<file path="config.mk">
export PLATFORM = sky130hd
export DESIGN_NAME = multi_slave_arbiter_flat
export DESIGN_NICKNAME = d
export VERILOG_FILES = /design/src/rtl/multi_slave_arbiter_if.sv /design/src/rtl/multi_slave_arbiter.sv /design/src/flat_wrapper.sv
export SDC_FILE = /design/constraint.sdc
export NUM_CORES = 1
export LEC_CHECK = 0
export CAP_MARGIN = 20
export CORE_MARGIN = 4
export CORE_UTILIZATION = 50
export CTS_BUF_LIST = sky130_fd_sc_hd__clkbuf_16
export DETAILED_ROUTE_END_ITERATION = 7
export PLACE_DENSITY_LB_ADDON = 0.12
export SETUP_SLACK_MARGIN = 0.2
export SKIP_CTS_REPAIR_TIMING = 1
export SLEW_MARGIN = 0
export SYNTH_ARGS = -nofsm -noshare
export SYNTH_HDL_FRONTEND = slang
export SYNTH_SLANG_ARGS = --single-unit
</file>
<file path="constraint.sdc">
create_clock -name clk -period 9.7 [get_ports clk]
set_clock_uncertainty 0.15 [all_clocks]
set_input_delay 2.91 -clock clk [delete_from_list [all_inputs] [get_ports clk]]
set_output_delay 2.91 -clock clk [all_outputs]
set_load 0.05 [all_outputs]
</file>
<file path="src/rtl/multi_slave_arbiter_if.sv">
// Signal bundle between the slave channels, the arbiter and the downstream master port.
interface multi_slave_arbiter_if #(
    parameter int NCH = 4,
    parameter int DW  = 32
);
    localparam int CW = $clog2(NCH);

    logic [2*NCH-1:0]  slv_mode;
    logic [NCH-1:0]    slv_data_valid;
    logic [8*NCH-1:0]  slv_proc_valid;
    logic [DW*NCH-1:0] slv_data;
    logic [NCH-1:0]    slv_ready;

    logic [DW-1:0]     mstr0_data;
    logic [1:0]        mstr0_mode;
    logic [CW-1:0]     mstr0_src;
    logic              mstr0_last;
    logic              mstr0_data_valid;
    logic              mstr0_ready;

    logic              fifo_full;
    logic              fifo_empty;
    logic              fifo_threshold;
    logic              mstr0_cmplt;
    logic              burst_err;

    // master: the arbiter itself, driving readies, the head word and status
    modport master (
        input  slv_mode, slv_data_valid, slv_proc_valid, slv_data, mstr0_ready,
        output slv_ready, mstr0_data, mstr0_mode, mstr0_src, mstr0_last,
        output mstr0_data_valid, fifo_full, fifo_empty, fifo_threshold,
        output mstr0_cmplt, burst_err
    );

    modport slave (
        output slv_mode, slv_data_valid, slv_proc_valid, slv_data, mstr0_ready,
        input  slv_ready, mstr0_data, mstr0_mode, mstr0_src, mstr0_last,
        input  mstr0_data_valid, fifo_full, fifo_empty, fifo_threshold,
        input  mstr0_cmplt, burst_err
    );
endinterface

</file>
<file path="src/rtl/multi_slave_arbiter.sv">
// Round-robin burst arbiter: grants one slave channel at a time and streams its
// words into a first-word-fall-through FIFO feeding the single master port.
module multi_slave_arbiter #(
    parameter int NCH    = 4,
    parameter int DW     = 32,
    parameter int DEPTH  = 16,
    parameter int AF_LVL = DEPTH - 4,
    parameter int TMO    = 64
) (
    input  logic clk,
    input  logic rst,
    multi_slave_arbiter_if.master bus
);
    localparam int CW = $clog2(NCH);
    localparam int AW = $clog2(DEPTH);
    localparam int NW = $clog2(DEPTH + 1);
    localparam int TW = $clog2(TMO + 1);

    typedef enum logic {IDLE, BURST} state_t;

    typedef struct packed {
        logic [DW-1:0] data;
        logic [1:0]    mode;
        logic [CW-1:0] src;
        logic          last;
    } entry_t;

    state_t        state, state_nxt;
    logic [CW-1:0] rr_ptr, gch, grant_ch;
    logic [1:0]    gmode;
    logic [7:0]    bcnt;
    logic [TW-1:0] tmo_cnt;
    logic          grant_vld, acc, done, abort, idle_cyc;
    logic [CW:0]   idx;
    logic [NCH-1:0] req, ready;

    logic [DW-1:0] ch_data [NCH];
    logic [1:0]    ch_mode [NCH];
    logic [7:0]    ch_len  [NCH];

    entry_t        mem [DEPTH];
    entry_t        head;
    logic [AW-1:0] wr_ptr, rd_ptr;
    logic [NW-1:0] count, count_nxt;
    logic          full, empty, thr, push, pop;

    for (genvar i = 0; i < NCH; i++) begin : g_ch
        assign ch_data[i] = bus.slv_data[i*DW +: DW];
        assign ch_mode[i] = bus.slv_mode[2*i +: 2];
        assign ch_len[i]  = bus.slv_proc_valid[8*i +: 8];
        assign req[i]     = bus.slv_data_valid[i] && (ch_len[i] != 8'd0);
    end

    // Rotating-priority scan starting at rr_ptr, wrapping modulo NCH
    always_comb begin
        grant_vld = 1'b0;
        grant_ch  = '0;
        idx       = '0;
        for (int k = 0; k < NCH; k++) begin
            idx = {1'b0, rr_ptr} + (CW+1)'(k);
            if (idx >= (CW+1)'(NCH)) idx = idx - (CW+1)'(NCH);
            if (!grant_vld && req[idx[CW-1:0]]) begin
                grant_vld = 1'b1;
                grant_ch  = idx[CW-1:0];
            end
        end
    end

    always_comb begin
        ready = '0;
        if (state == BURST && !full && !rst) ready[gch] = 1'b1;
    end

    always_ff @(posedge clk) begin
        if (rst) state <= IDLE;
        else     state <= state_nxt;
    end

    always_comb begin
        state_nxt = state;
        acc       = 1'b0;
        done      = 1'b0;
        abort     = 1'b0;
        idle_cyc  = 1'b0;
        case (state)
            IDLE: if (grant_vld && !rst) state_nxt = BURST;
            BURST: begin
                acc      = ready[gch] && bus.slv_data_valid[gch];
                idle_cyc = !acc && !full && !rst;
                if (acc && bcnt == 8'd1) begin
                    done      = 1'b1;
                    state_nxt = IDLE;
                end else if (idle_cyc && tmo_cnt == TW'(TMO - 1)) begin
                    // stalled too long: drop the burst, keep what was written
                    abort     = 1'b1;
                    state_nxt = IDLE;
                end
            end
            default: state_nxt = IDLE;
        endcase
    end

    always_ff @(posedge clk) begin
        if (rst) begin
            rr_ptr  <= '0;
            gch     <= '0;
            gmode   <= '0;
            bcnt    <= '0;
            tmo_cnt <= '0;
        end else begin
            if (state == IDLE && grant_vld) begin
                gch     <= grant_ch;
                gmode   <= ch_mode[grant_ch];
                bcnt    <= ch_len[grant_ch];
                tmo_cnt <= '0;
            end
            if (acc) begin
                bcnt    <= bcnt - 8'd1;
                tmo_cnt <= '0;
            end else if (idle_cyc) begin
                tmo_cnt <= tmo_cnt + TW'(1);
            end
            if (done || abort)
                rr_ptr <= (gch == CW'(NCH - 1)) ? '0 : gch + CW'(1);
        end
    end

    assign push = acc;
    assign pop  = !empty && bus.mstr0_ready;

    always_comb begin
        case ({push, pop})
            2'b10:   count_nxt = count + NW'(1);
            2'b01:   count_nxt = count - NW'(1);
            default: count_nxt = count;
        endcase
    end

    // Status flags registered alongside count so they always match it
    always_ff @(posedge clk) begin
        if (rst) begin
            wr_ptr <= '0;
            rd_ptr <= '0;
            count  <= '0;
            full   <= 1'b0;
            empty  <= 1'b1;
            thr    <= 1'b0;
        end else begin
            if (push) wr_ptr <= wr_ptr + AW'(1);
            if (pop)  rd_ptr <= rd_ptr + AW'(1);
            count <= count_nxt;
            full  <= (count_nxt == NW'(DEPTH));
            empty <= (count_nxt == '0);
            thr   <= (count_nxt >= NW'(AF_LVL));
        end
    end

    always_ff @(posedge clk) begin
        if (push) mem[wr_ptr] <= '{data: ch_data[gch], mode: gmode, src: gch, last: (bcnt == 8'd1)};
    end

    assign head = empty ? '0 : mem[rd_ptr];

    assign bus.slv_ready        = ready;
    assign bus.mstr0_data       = head.data;
    assign bus.mstr0_mode       = head.mode;
    assign bus.mstr0_src        = head.src;
    assign bus.mstr0_last       = head.last;
    assign bus.mstr0_data_valid = !empty;
    assign bus.fifo_full        = full;
    assign bus.fifo_empty       = empty;
    assign bus.fifo_threshold   = thr;
    assign bus.mstr0_cmplt      = done;
    assign bus.burst_err        = abort;
endmodule
</file>
<file path="src/flat_wrapper.sv">
// flat-port wrapper written by rule: the top's interface ports become plain ports
module multi_slave_arbiter_flat 
#(
    parameter int NCH    = 4,
    parameter int DW     = 32,
    parameter int DEPTH  = 16,
    parameter int AF_LVL = DEPTH - 4,
    parameter int TMO    = 64
)
  (clk, rst, bus_slv_mode, bus_slv_data_valid, bus_slv_proc_valid, bus_slv_data, bus_mstr0_ready, bus_slv_ready, bus_mstr0_data, bus_mstr0_mode, bus_mstr0_src, bus_mstr0_last, bus_mstr0_data_valid, bus_fifo_full, bus_fifo_empty, bus_fifo_threshold, bus_mstr0_cmplt, bus_burst_err);
  multi_slave_arbiter_if #(.NCH(NCH), .DW(DW)) bus_i ();
  input  logic clk;
  input  logic rst;
  input wire logic [$bits(bus_i.slv_mode)-1:0] bus_slv_mode;
  input wire logic [$bits(bus_i.slv_data_valid)-1:0] bus_slv_data_valid;
  input wire logic [$bits(bus_i.slv_proc_valid)-1:0] bus_slv_proc_valid;
  input wire logic [$bits(bus_i.slv_data)-1:0] bus_slv_data;
  input wire logic [$bits(bus_i.mstr0_ready)-1:0] bus_mstr0_ready;
  output wire logic [$bits(bus_i.slv_ready)-1:0] bus_slv_ready;
  output wire logic [$bits(bus_i.mstr0_data)-1:0] bus_mstr0_data;
  output wire logic [$bits(bus_i.mstr0_mode)-1:0] bus_mstr0_mode;
  output wire logic [$bits(bus_i.mstr0_src)-1:0] bus_mstr0_src;
  output wire logic [$bits(bus_i.mstr0_last)-1:0] bus_mstr0_last;
  output wire logic [$bits(bus_i.mstr0_data_valid)-1:0] bus_mstr0_data_valid;
  output wire logic [$bits(bus_i.fifo_full)-1:0] bus_fifo_full;
  output wire logic [$bits(bus_i.fifo_empty)-1:0] bus_fifo_empty;
  output wire logic [$bits(bus_i.fifo_threshold)-1:0] bus_fifo_threshold;
  output wire logic [$bits(bus_i.mstr0_cmplt)-1:0] bus_mstr0_cmplt;
  output wire logic [$bits(bus_i.burst_err)-1:0] bus_burst_err;
  assign bus_i.slv_mode = bus_slv_mode;
  assign bus_i.slv_data_valid = bus_slv_data_valid;
  assign bus_i.slv_proc_valid = bus_slv_proc_valid;
  assign bus_i.slv_data = bus_slv_data;
  assign bus_i.mstr0_ready = bus_mstr0_ready;
  assign bus_slv_ready = bus_i.slv_ready;
  assign bus_mstr0_data = bus_i.mstr0_data;
  assign bus_mstr0_mode = bus_i.mstr0_mode;
  assign bus_mstr0_src = bus_i.mstr0_src;
  assign bus_mstr0_last = bus_i.mstr0_last;
  assign bus_mstr0_data_valid = bus_i.mstr0_data_valid;
  assign bus_fifo_full = bus_i.fifo_full;
  assign bus_fifo_empty = bus_i.fifo_empty;
  assign bus_fifo_threshold = bus_i.fifo_threshold;
  assign bus_mstr0_cmplt = bus_i.mstr0_cmplt;
  assign bus_burst_err = bus_i.burst_err;
  multi_slave_arbiter #(.NCH(NCH), .DW(DW), .DEPTH(DEPTH), .AF_LVL(AF_LVL), .TMO(TMO)) u_core (.clk(clk), .rst(rst), .bus(bus_i));
endmodule
</file>
# --- Word level (Yosys, flattened, before mapping) ---
# Memory sizes are Yosys's and may differ from the RTL's. A register that Yosys moved wholly into a read port is not among the register bits.
# Cells that the tools add are included.
word_totals:
  register_bits: 38
  ramBits: 592
  input_bits: 175
  output_inout_bits: 47
  n_memories: 1
op_classes:
  addsub: 14
  n_lt_le_gt_ge: 13
  eq_ne: 6
  n_mux: 58
  bitwise: 3
  reduce_logical: 34
memory_table:
  columns: ["memory", "depth", "word_bits", "rd", "rd_clocked_by_memory_dff", "wr", "line_no", "rtl"]
  rows:
  - ["u_core.mem", 16, 37, 1, 1, 1, "multi_slave_arbiter.sv:41", "entry_t mem [DEPTH];"]
ops:
  columns: ["operator", "count"]
  rows:
  - ["32-bit binary-select mux with 2-bit select", 1]
  - ["32-bit 2-to-1 mux", 2]
  - ["37-bit 2-to-1 mux", 1]
  - ["8-bit 2-to-1 mux", 4]
  - ["8-bit nonzero test", 4]
  - ["1-bit 2-to-1 mux", 23]
  - ["2-bit 2-to-1 mux", 11]
  - ["1-bit logical AND", 18]
  - ["8-bit binary-select mux with 2-bit select", 1]
  - ["3-bit >= comparator, second input constant", 5]
  - ["2-bit by 3-bit < comparator with 1-bit output, second input constant", 5]
  - ["7-bit 2-to-1 mux", 2]
  - ["1-bit binary-select mux with 2-bit select", 6]
  - ["4-bit 2-to-1 mux", 3]
  - ["5-bit case mux with 2 select lines", 1]
  - ["4-bit by 1-bit adder with 4-bit output, second input constant", 2]
  - ["8-bit by 1-bit equality test with 1-bit output, second input constant", 1]
  - ["2-bit by 1-bit subtractor with 2-bit output, second input constant", 4]
  - ["8-bit by 1-bit subtractor with 8-bit output, second input constant", 1]
  - ["7-bit by 1-bit adder with 7-bit output, second input constant", 1]
  - ["7-bit by 6-bit equality test with 1-bit output, second input constant", 1]
  - ["1-bit logical NOT", 7]
  - ["2-bit by 2-bit adder with 3-bit output, second input constant", 2]
  - ["2-bit NOT with 3-bit output", 2]
  - ["other kinds (18)", 20]

# --- Longest topological paths before layout ---
# Gate-level depths: netlist of run 1.
depth:
  depth_word: 20
  ltp_mapped: 20
  mapped_depth_nobuf: 16

# --- Worst setup path after synthesis of run 1 ---
# OpenSTA, ideal clock, no wires.
synth_path:
  path_kind: "input to output"
  start: "input port rst"
  end: "output port bus_burst_err"
  t_arrival_ns: 4.390
  t_required_ns: 6.640
  setup_slack_ns: 2.250
  stages: 8
  n_path_buf: 2
  path_cell_list: "nor2_1 and2_1 clkbuf_1 o211a_1 buf_2 inv_1 and4b_1 and2_1"
synth_between:
  elab_chain_len: 13
  elab_cells_between_ends: 14
synth_lines:
  columns: ["item", "line_no", "rtl"]
  rows:
  - ["from (decl)", "flat_wrapper.sv:13", "input logic rst;"]
  - ["1-bit logical NOT (*)", "multi_slave_arbiter.sv:71, multi_slave_arbiter.sv:89", null]
  - ["1-bit logical AND", "multi_slave_arbiter.sv:71", "if (state == BURST && !full && !rst) ready[gch] = 1'b1;"]
  - ["4-bit 2-to-1 mux", "multi_slave_arbiter.sv:71", null]
  - ["1-bit binary-select mux with 2-bit select", "multi_slave_arbiter.sv:88", "acc = ready[gch] && bus.slv_data_valid[gch];"]
  - ["1-bit 2-to-1 mux (not written as such)", "multi_slave_arbiter.sv:88", null]
  - ["1-bit logical AND", "multi_slave_arbiter.sv:88", null]
  - ["1-bit logical NOT", "multi_slave_arbiter.sv:89", "idle_cyc = !acc && !full && !rst;"]
  - ["1-bit logical AND (2 in a row)", "multi_slave_arbiter.sv:89", null]
  - ["1-bit logical AND", "multi_slave_arbiter.sv:93", "end else if (idle_cyc && tmo_cnt == TW'(TMO - 1)) begin"]
  - ["1-bit 2-to-1 mux", "multi_slave_arbiter.sv:93", null]
  - ["1-bit 2-to-1 mux (*)", "multi_slave_arbiter.sv:90", "if (acc && bcnt == 8'd1) begin"]
  - ["1-bit 2-to-1 mux (*)", "multi_slave_arbiter.sv:85", "case (state)"]
  - ["to (decl)", "flat_wrapper.sv:29", "output wire logic [$bits(bus_i.burst_err)-1:0] bus_burst_err;"]
# Every way passes the cells marked *; elsewhere a longest branch is shown, timed or not. The select of a mux whose other input is x is not followed.

# --- Worst setup path after layout of run 1 ---
# Ends and elaborated chain as after synthesis.

==> results of run 1 <==
[Yosys cell counts, types with 3 or more instances]
master    count  share of area (%)
edfxtp_1    592                 69
nor3_1        8               0.15
o211a_1       3               0.12
a211oi_1      3              0.087
and2_1       42                1.0
nand2b_1      5               0.12
buf_2         8               0.15
buf_1        13               0.19
xnor2_1       6               0.20
nor4_1        3              0.073
clkbuf_1     45               0.65
mux2i_1      20               0.77
dfxtp_1      42                3.2
nor2_1       55               0.80
ha_1         15               0.73
mux4_2      217                 19
o22ai_1       4              0.097
and3_1       10               0.24
a21oi_1      22               0.43
o21ai_0      12               0.23
nand3b_1      5               0.15
mux2_2        9               0.39
inv_1         9               0.13
nand3_1       8               0.15
buf_6         3               0.13
nand2_1      23               0.33
xor2_1        9               0.30
or4_1         5               0.15
[cell type report]
class                   instances  share of cell area, %
flip-flops and latches        634                   59.8
multi-input cells             524                   22.5
repair buffers                252                   7.97
clock buffers                  71                   5.70
well taps                     680                   2.73
clock inverters                47                   1.15
inverters                       9                  0.108
[placed cells by master (no fill, tap or decap), types with 9 or more instances in the layout]
cell type,n
edfxtp_1,592
clkdlybuf4s50_1,219
mux4_2,217
clkbuf_16,71
nor2_1,43
and2_1,42
dfxtp_1,36
buf_4,30
inv_1,27
nand2_1,23
a21oi_1,22
mux2i_1,20
ha_1,15
clkinv_1,14
o21ai_0,12
nor2_4,12
and3_1,10
xor2_1,9
mux2_2,9
[worst min path at each step]
| stage | to | start |
|---|---|---|
| global route | u_core.tmo_cnt[1] | u_core.tmo_cnt[1] |
| finish | u_core.tmo_cnt[1] | u_core.tmo_cnt[1] |
| detailed placement | u_core.tmo_cnt[5] | u_core.tmo_cnt[5] |
| CTS | u_core.tmo_cnt[1] | u_core.tmo_cnt[1] |
| floorplan | u_core.tmo_cnt[5] | u_core.tmo_cnt[5] |
| global placement | u_core.tmo_cnt[2] | u_core.tmo_cnt[2] |
[power breakdown]
part / switching (uW) / leakage, uW / internal, uW
Sequential: 41.7 / 0.00569 / 3050
Combinational: 536 / 0.00300 / 473
Clock: 995 / 0.00111 / 1470
[metrics by stage]
stage / hold WS [ps] / instance area, um2 / instances
6_report: 350 / 31200 / 2217
5_1_grt: 379 / 31200 / 2217
4_1_cts: 346 / 31200 / 2217
3_5_place_dp: 338 / 29000 / 2099
3_3_place_gp: 324 / 29000 / 2097
2_1_floorplan: 304 / 25900 / 1237
[routing by layer]
layer	up-vias	wire length [um]	global-route usage (%)
met2	359	28800	34.2
met1	7045	24900	29.7
met4	0	807	4.98
met5	-	0	0
li1	5688	-	-
met3	58	2860	3.61
[state kept, by name, summed over array words and instances (netlist names), named ones only]
signal                     count
u_core.bcnt                    8
u_core.bus.fifo_empty          1
u_core.bus.fifo_full           1
u_core.bus.fifo_threshold      1
u_core.count                   5
u_core.gch                     2
u_core.gmode                   2
u_core.mem                   592
u_core.rd_ptr                  4
u_core.rr_ptr                  2
u_core.state                   1
u_core.tmo_cnt                 7
u_core.wr_ptr                  4
[kinds of logic (layout without fill, tap and decap cells)]
kind of cell               count (synthesis)  count (layout)  synth area share, %
DFF                                      634             634                 72.0
xor gates and xnor gates                  15              15                0.508
and+or+nand+nor                          178             178                 3.61
buffers and inverters                     79             379                 1.33
adders and majority gates                 15              15                0.725
muxes                                    246             246                 20.1
AOI/OAI and AO/OA                         70              70                 1.81
[worst max-delay path: stages]
cell,delay (ps)
clkdlybuf4s50_1,390
buf_4,240
nor2_1,340
and2_1,320
o211a_1,190
buf_4,210
inv_1,150
and4b_1,250
and2_1,160
buf_4,180
==> metrics.md, run 1 <==
| Metric | Value |
|---|---|
| Slack of the critical path | `approximately 1300 ps` |
| CP Class | `in2out` |
| Y dimension of the die | `235 um` |
| R2r endpoint | `u_core.bus.fifo_threshold` |
| HPWL after DPL | `between 30000 and 40000 um` |
| Layout cells sized above 1 | `24.5%` |
| First-pass GRT wire length | `roughly 87000 um` |
| Clk buf depth | `3` |
| Distinct cells, synth | `59` |
| Peak supply drop | `0.000178 V` |
| TritonCTS Buffers | `66` |
| Syn avg cell area | `20.9 um2` |
| FF-to-FF path depth | `15` |
| Worst hold path class | `reg2reg` |
| H-tree Lvls | `3` |
| Multi-input logic area | `7030 um2` |
| Final wirelength | `about 57000 um` |
| Cells on Worst Hold Path | `2` |
| Pwr Total | `between 6000 and 7000 uW` |
| Beginning of the critical path | `rst` |
| CTS root buffer | `clkbuf_16` |
| Clock slew at reported path FFs | `50 ps` |
| # rows | `83` |
| Fin crit share | `around 87%` |
| Startpoint types | `input pin` |
| Syn Nets | `1427` |
| Setup violations, final | `0` |
| Vias in the first global route | `13800` |
| Mapped Cells | `1237` |
| Area Overhead vs Synth | `20.5%` |
| Ant diodes | `0` |
| Later-pin clock latency in the skew report | `approximately 570 ps` |
| Critical Path AT | `approximately 5400 ps` |
| Tot GR Track Use | `a little over a fifth` |
| Minimum clock period after layout | `roughly 8400 ps` |
| IO Port Bufs | `221` |
| Max-cap violation count | `0` |
| Drt drc | `0` |
| R2r setup slk | `roughly 5500 ps` |
| Reg2reg start | `u_core.gch[0]` |
| Fillers | `3733` |
| Lkg Pwr | `between 0.009 and 0.01 uW` |
| Ys async rst share | `0%` |
| Die Span X | `approximately 240 um` |
| Global route total overflow | `0` |
| Ys flop type | `edfxtp_1` |
| Number of flops mapped to enable cells by yosys | `between 500 and 600` |
| Drt pass-1 iters | `8` |
| Storage cell area | `between 15000 and 20000 um2` |
| Post-synthesis sequential area ratio | `between 70 and 80%` |
| Synthesized flop and latch total | `634` |
| Pwr Density | `~210 nW/um2` |
| Post-layout util | `between 60% and 70%` |
| Initial antenna violation count | `1` |
| Number of top-level pins | `roughly 220` |
| Mapped Area | `between 20000 and 30000 um2` |
| Clock tree from TritonCTS | `yes` |
| Crit path to | `bus_burst_err` |
| Worst-Margin Slew | `roughly 1100 ps` |
| Vias per cell | `between 5 and 6` |
| Max FO, Critical Path | `33` |
| Final count of pins violating max slew | `0` |
| Routed vias | `13200` |
| Die outline area | `roughly 55000 um2` |
| Place WS | `between 1000 and 1500 ps` |
| Fin nets | `~1700` |
| Core area | `between 50000 and 60000 um2` |
| Critical Path End Type | `output port` |
| Unrepaired setup endpoints after global routing | `false` |
| Data required time of the critical path | `about 6600 ps` |
| Largest net degree at the start of global routing | `69` |
| DRT antenna net count | `0` |
| Final Hold Viols | `0` |
| Status | `finished clean` |
| Headroom to the max-slew limit | `between 20% and 30%` |
| Setup TNS | `0 ps` |
| Ys Warns | `0` |
| TritonCTS Sinks | `~630` |
| Initial core utilization | `50.4%` |
| RD Place Congestion | `0.770` |
| DR WL/cell | `between 20 and 30 um` |
| Drt initial violations | `roughly 1100` |
| Highest Clock Rate | `around 120 MHz` |
Power figures use the tool's default switching activity.
==> run 2: changes to the inputs <==
- ABC_AREA: default -> 1
- CORE_UTILIZATION: 50 -> 35
- clock period: 9.7 -> 10.37 ns (I/O delays scaled with it)
==> run 2 against run 1 <==
Net effect: global-route usage fell by 1.6 points; sequential power is essentially flat; wire length grew 40%; register-to-register slack improved by 70 ps; critical path type unchanged; highest routed layer unchanged.
==> metrics.md, run 2 <==
| Metric | Value |
|---|---|
| Unrepaired setup endpoints after global routing | `false` |
| Post-synth top area share | `66.6% (-2.1 points)` |
| Die Span X | `284 um (+21%)` |
| CP Class | `in2out` |
| Y dimension of the die | `284 um (+21%)` |
| Flop pwr share | `45.0% (-2.0 points)` |
| Slowest cell on the critical path | `clkdlybuf4s50_1` |
| Vias in the first global route | `18500 (+34%)` |
| Ranking of synthesized cells by area | `edfxtp_1 67%, o21ai_0 6.8%, nor2_1 5.9%, o221ai_1 3.4%, dfxtp_1 3.1%` |
| Clock power frac | `33.5% (-4.1 points)` |
| Post-Layout Cell Count | `3470 (+57%)` |
| Final count of pins violating max slew | `0 (unchanged)` |
| Peak supply drop | `0.000122 V (-32%)` |
| Vias per cell | `5.44 (-8.4%)` |
| DRT antenna net count | `0 (unchanged)` |
| Minimum clock period after layout | `a little over 9000 ps` |
| Max-cap violation count | `0 (unchanged)` |
| Distinct cells, synth | `45 (-24%)` |
| Status | `finished clean` |
| Clock slew at reported path FFs | `50 ps (about the same)` |
| Largest area contributor in the netlist | `edfxtp_1` |
| Setup violations, final | `0 (unchanged)` |
| Initial core utilization | `35.2% (-15 points)` |
| Fin nets | `2630 (+57%)` |
| Max reg flops | `592 (unchanged)` |
| Reg with most FFs | `u_core.mem` |
| Highest Clock Rate | `roughly 110 MHz` |
| Pwr Density | `213 nW/um2 (+0.95%)` |
| Data required time of the critical path | `7110 ps (+470 ps)` |
| H-tree Lvls | `3 (unchanged)` |
| Commonest non-fill, non-tap cell in the layout | `edfxtp_1` |
| DR WL/cell | `23.1 um (-11%)` |
| Global route total overflow | `0 (unchanged)` |
| Layout cells sized above 1 | `9.19% (-15 points)` |
| Ys flop type | `edfxtp_1` |
| Worst-Margin Slew | `1260 ps (+144 ps)` |
| First-pass GRT wire length | `118000 um (+36%)` |
| Syn Nets | `2429 (+70%)` |
| Drt pass-1 iters | `6 (-2)` |
| Logic pwr share | `21.4% (+6.0 points)` |
| Routed vias | `18900 (+43%)` |
| Max FO, Critical Path | `16 (-52%)` |
| Number of flops mapped to enable cells by yosys | `592 (unchanged)` |
| Lkg Pwr | `0.0106 uW (+8.0%)` |
| Clock tree from TritonCTS | `yes` |
| Critical Path AT | `5920 ps (+560 ps)` |
| R2r setup slk | `5540 ps (+70 ps)` |
| Int Power | `4760 uW (-4.8%)` |
| Ys Warns | `0 (unchanged)` |
| CTS root buffer | `clkbuf_16` |
| Mapped Cells | `2239 (+81%)` |
| Clk buf depth | `3 (unchanged)` |
| Top-count cell post-synth | `edfxtp_1` |
| Mapped Area | `26700 um2 (+3.2%)` |
| Final Hold Viols | `0 (unchanged)` |
| TritonCTS Buffers | `71 (+7.6%)` |
| Placed cell count | `3326 (+58%)` |
| Worst hold path class | `reg2reg` |
| Core area | `75800 um2 (+48%)` |
| Critical Path End Type | `output port` |
| Ys async rst share | `0% (unchanged)` |
| HPWL after DPL | `40300 um (+25%)` |
| Fin crit share | `88.5%` |
| Die outline area | `80800 um2 (+46%)` |
| Tot GR Track Use | `19.2% (-1.6 points)` |
| Drt initial violations | `1620 (+47%)` |
| Later-pin clock latency in the skew report | `590 ps (+20 ps)` |
| IO Port Bufs | `221 (unchanged)` |
| Most frequent cells in the layout | `592 x edfxtp_1, 407 x nor2_1, 365 x o21ai_0` |
| Initial antenna violation count | `2 (+1)` |
| Final wirelength | `80200 um (+40%)` |
| Switching Fraction | `30.7% (+6.8 points)` |
| Sw power | `2110 uW (+34%)` |
| Drt drc | `0 (unchanged)` |
| Synth cell count leaders | `592 x edfxtp_1, 423 x nor2_1, 365 x o21ai_0, 135 x clkbuf_1, 104 x o221ai_1` |
| Worst path cell trace | `clkdlybuf4s50_1 > buf_4 > nor2_2 > nand2_2 > nor2_1 > nand3_1 > nand3_1 > nand2_2 > buf_4 > inv_2 > nand2_1 > inv_1 > clkdlybuf4s50_1` |
| Largest net degree at the start of global routing | `265 (+280%)` |
| Synthesized flop and latch total | `634 (unchanged)` |
| Post-synthesis sequential area ratio | `69.7% (-2.2 points)` |
| Max incr delay on CP | `800 ps (+410 ps)` |
| Area Overhead vs Synth | `20.9%` |
| RD Place Congestion | `0.853 (+11%)` |
| Setup TNS | `0 ps (unchanged)` |
| Startpoint types | `input pin` |
| Headroom to the max-slew limit | `15.8% (-9.6 points)` |
| Largest registers | `u_core.mem: 592 flops, u_core.bcnt: 8 flops, u_core.tmo_cnt: 7 flops` |
| Number of top-level pins | `222 (unchanged)` |
| TritonCTS Sinks | `634 (unchanged)` |
| # rows | `101 (+22%)` |
| Syn avg cell area | `11.9 um2 (-43%)` |
## run 2: cell types whose count changed in the layout (fill, tap and decap cells not counted), moves of 46 or more
cell	previous run	this run
o22ai_1	4	76
o221ai_1	0	104
a21oi_1	22	69
inv_1	27	73
nand2_1	23	98
mux4_2	217	0
o21ai_0	12	365
nor2_1	43	407
nand3_1	8	100
## run 2: final timing paths
check                     from                end  cells after the start
min          u_core.tmo_cnt[3]  u_core.tmo_cnt[3]                      2
min reg2reg  u_core.tmo_cnt[3]  u_core.tmo_cnt[3]                      2
max                        rst    bus_mstr0_cmplt                     13
max reg2reg      u_core.gch[0]   u_core.mem[6][3]                     13
## run 2: metrics by stage
step           util, %  power (uW)  hold WS [ps]  setup WS, ps  area [um2]
2_1_floorplan        -        4030           289          2170       26700
3_3_place_gp      39.5        4570           298          1220       29900
3_5_place_dp      39.6        4600           302          1180       30000
4_1_cts           42.3        6910           311          1170       32100
5_1_grt           42.6        7170           357           960       32300
6_report          42.6        6860           309          1190       32300
## run 2: cells by family after synthesis
family / after synthesis / synth area share (%)
compound gates: 681 / 15.2
xor+xnor: 14 / 0.530
fa+ha+maj: 15 / 0.703
buf+inv: 232 / 3.46
flops: 634 / 69.7
mux: 1 / 0.0375
simple gates: 662 / 10.4
## run 2: layout make-up
| class | instances | area (um2) |
|---|---|---|
| antenna | 1 | 2.50 |
| clock buffer | 73 | 1830 |
| clock inverter | 51 | 283 |
| fill | 6969 | 43600 |
| inverter | 76 | 298 |
| multi-input combinational | 1373 | 7280 |
| sequential | 634 | 18600 |
| tap | 978 | 1220 |
| timing repair buffer | 284 | 2720 |
## run 2: layer usage
| metal | part of all wire, % | up-vias | track usage, % |
|---|---|---|---|
| li1 | - | 8725 | - |
| met1 | 45 | 9423 | 26.6 |
| met2 | 48 | 625 | 32.1 |
| met3 | 5.8 | 89 | 2.98 |
| met4 | 1.6 | 0 | 4.58 |
| met5 | 0 | - | 0 |
## run 2: power by group through the flow
| stage | logic (uW) | registers, uW | clock network [uW] |
|---|---|---|---|
| global placement | 1420 | 3150 | 0 |
| finish | 1470 | 3090 | 2300 |
| CTS | 1460 | 3090 | 2360 |
| floorplan | 954 | 3070 | 0 |
| global route | 1610 | 3100 | 2470 |
| detailed placement | 1450 | 3150 | 0 |
## run 2: worst max-delay path: cells and delay by family
kind | cells | cell delay [ps]
AND/OR/NAND/NOR | 7 | 890
buffers and inverters | 6 | 1900
==> run 3: changes to the inputs <==
- SKIP_LAST_GASP: default -> 1
==> results of run 3 <==
No change in the layout: final DEF, timing and power equal those of run 2.
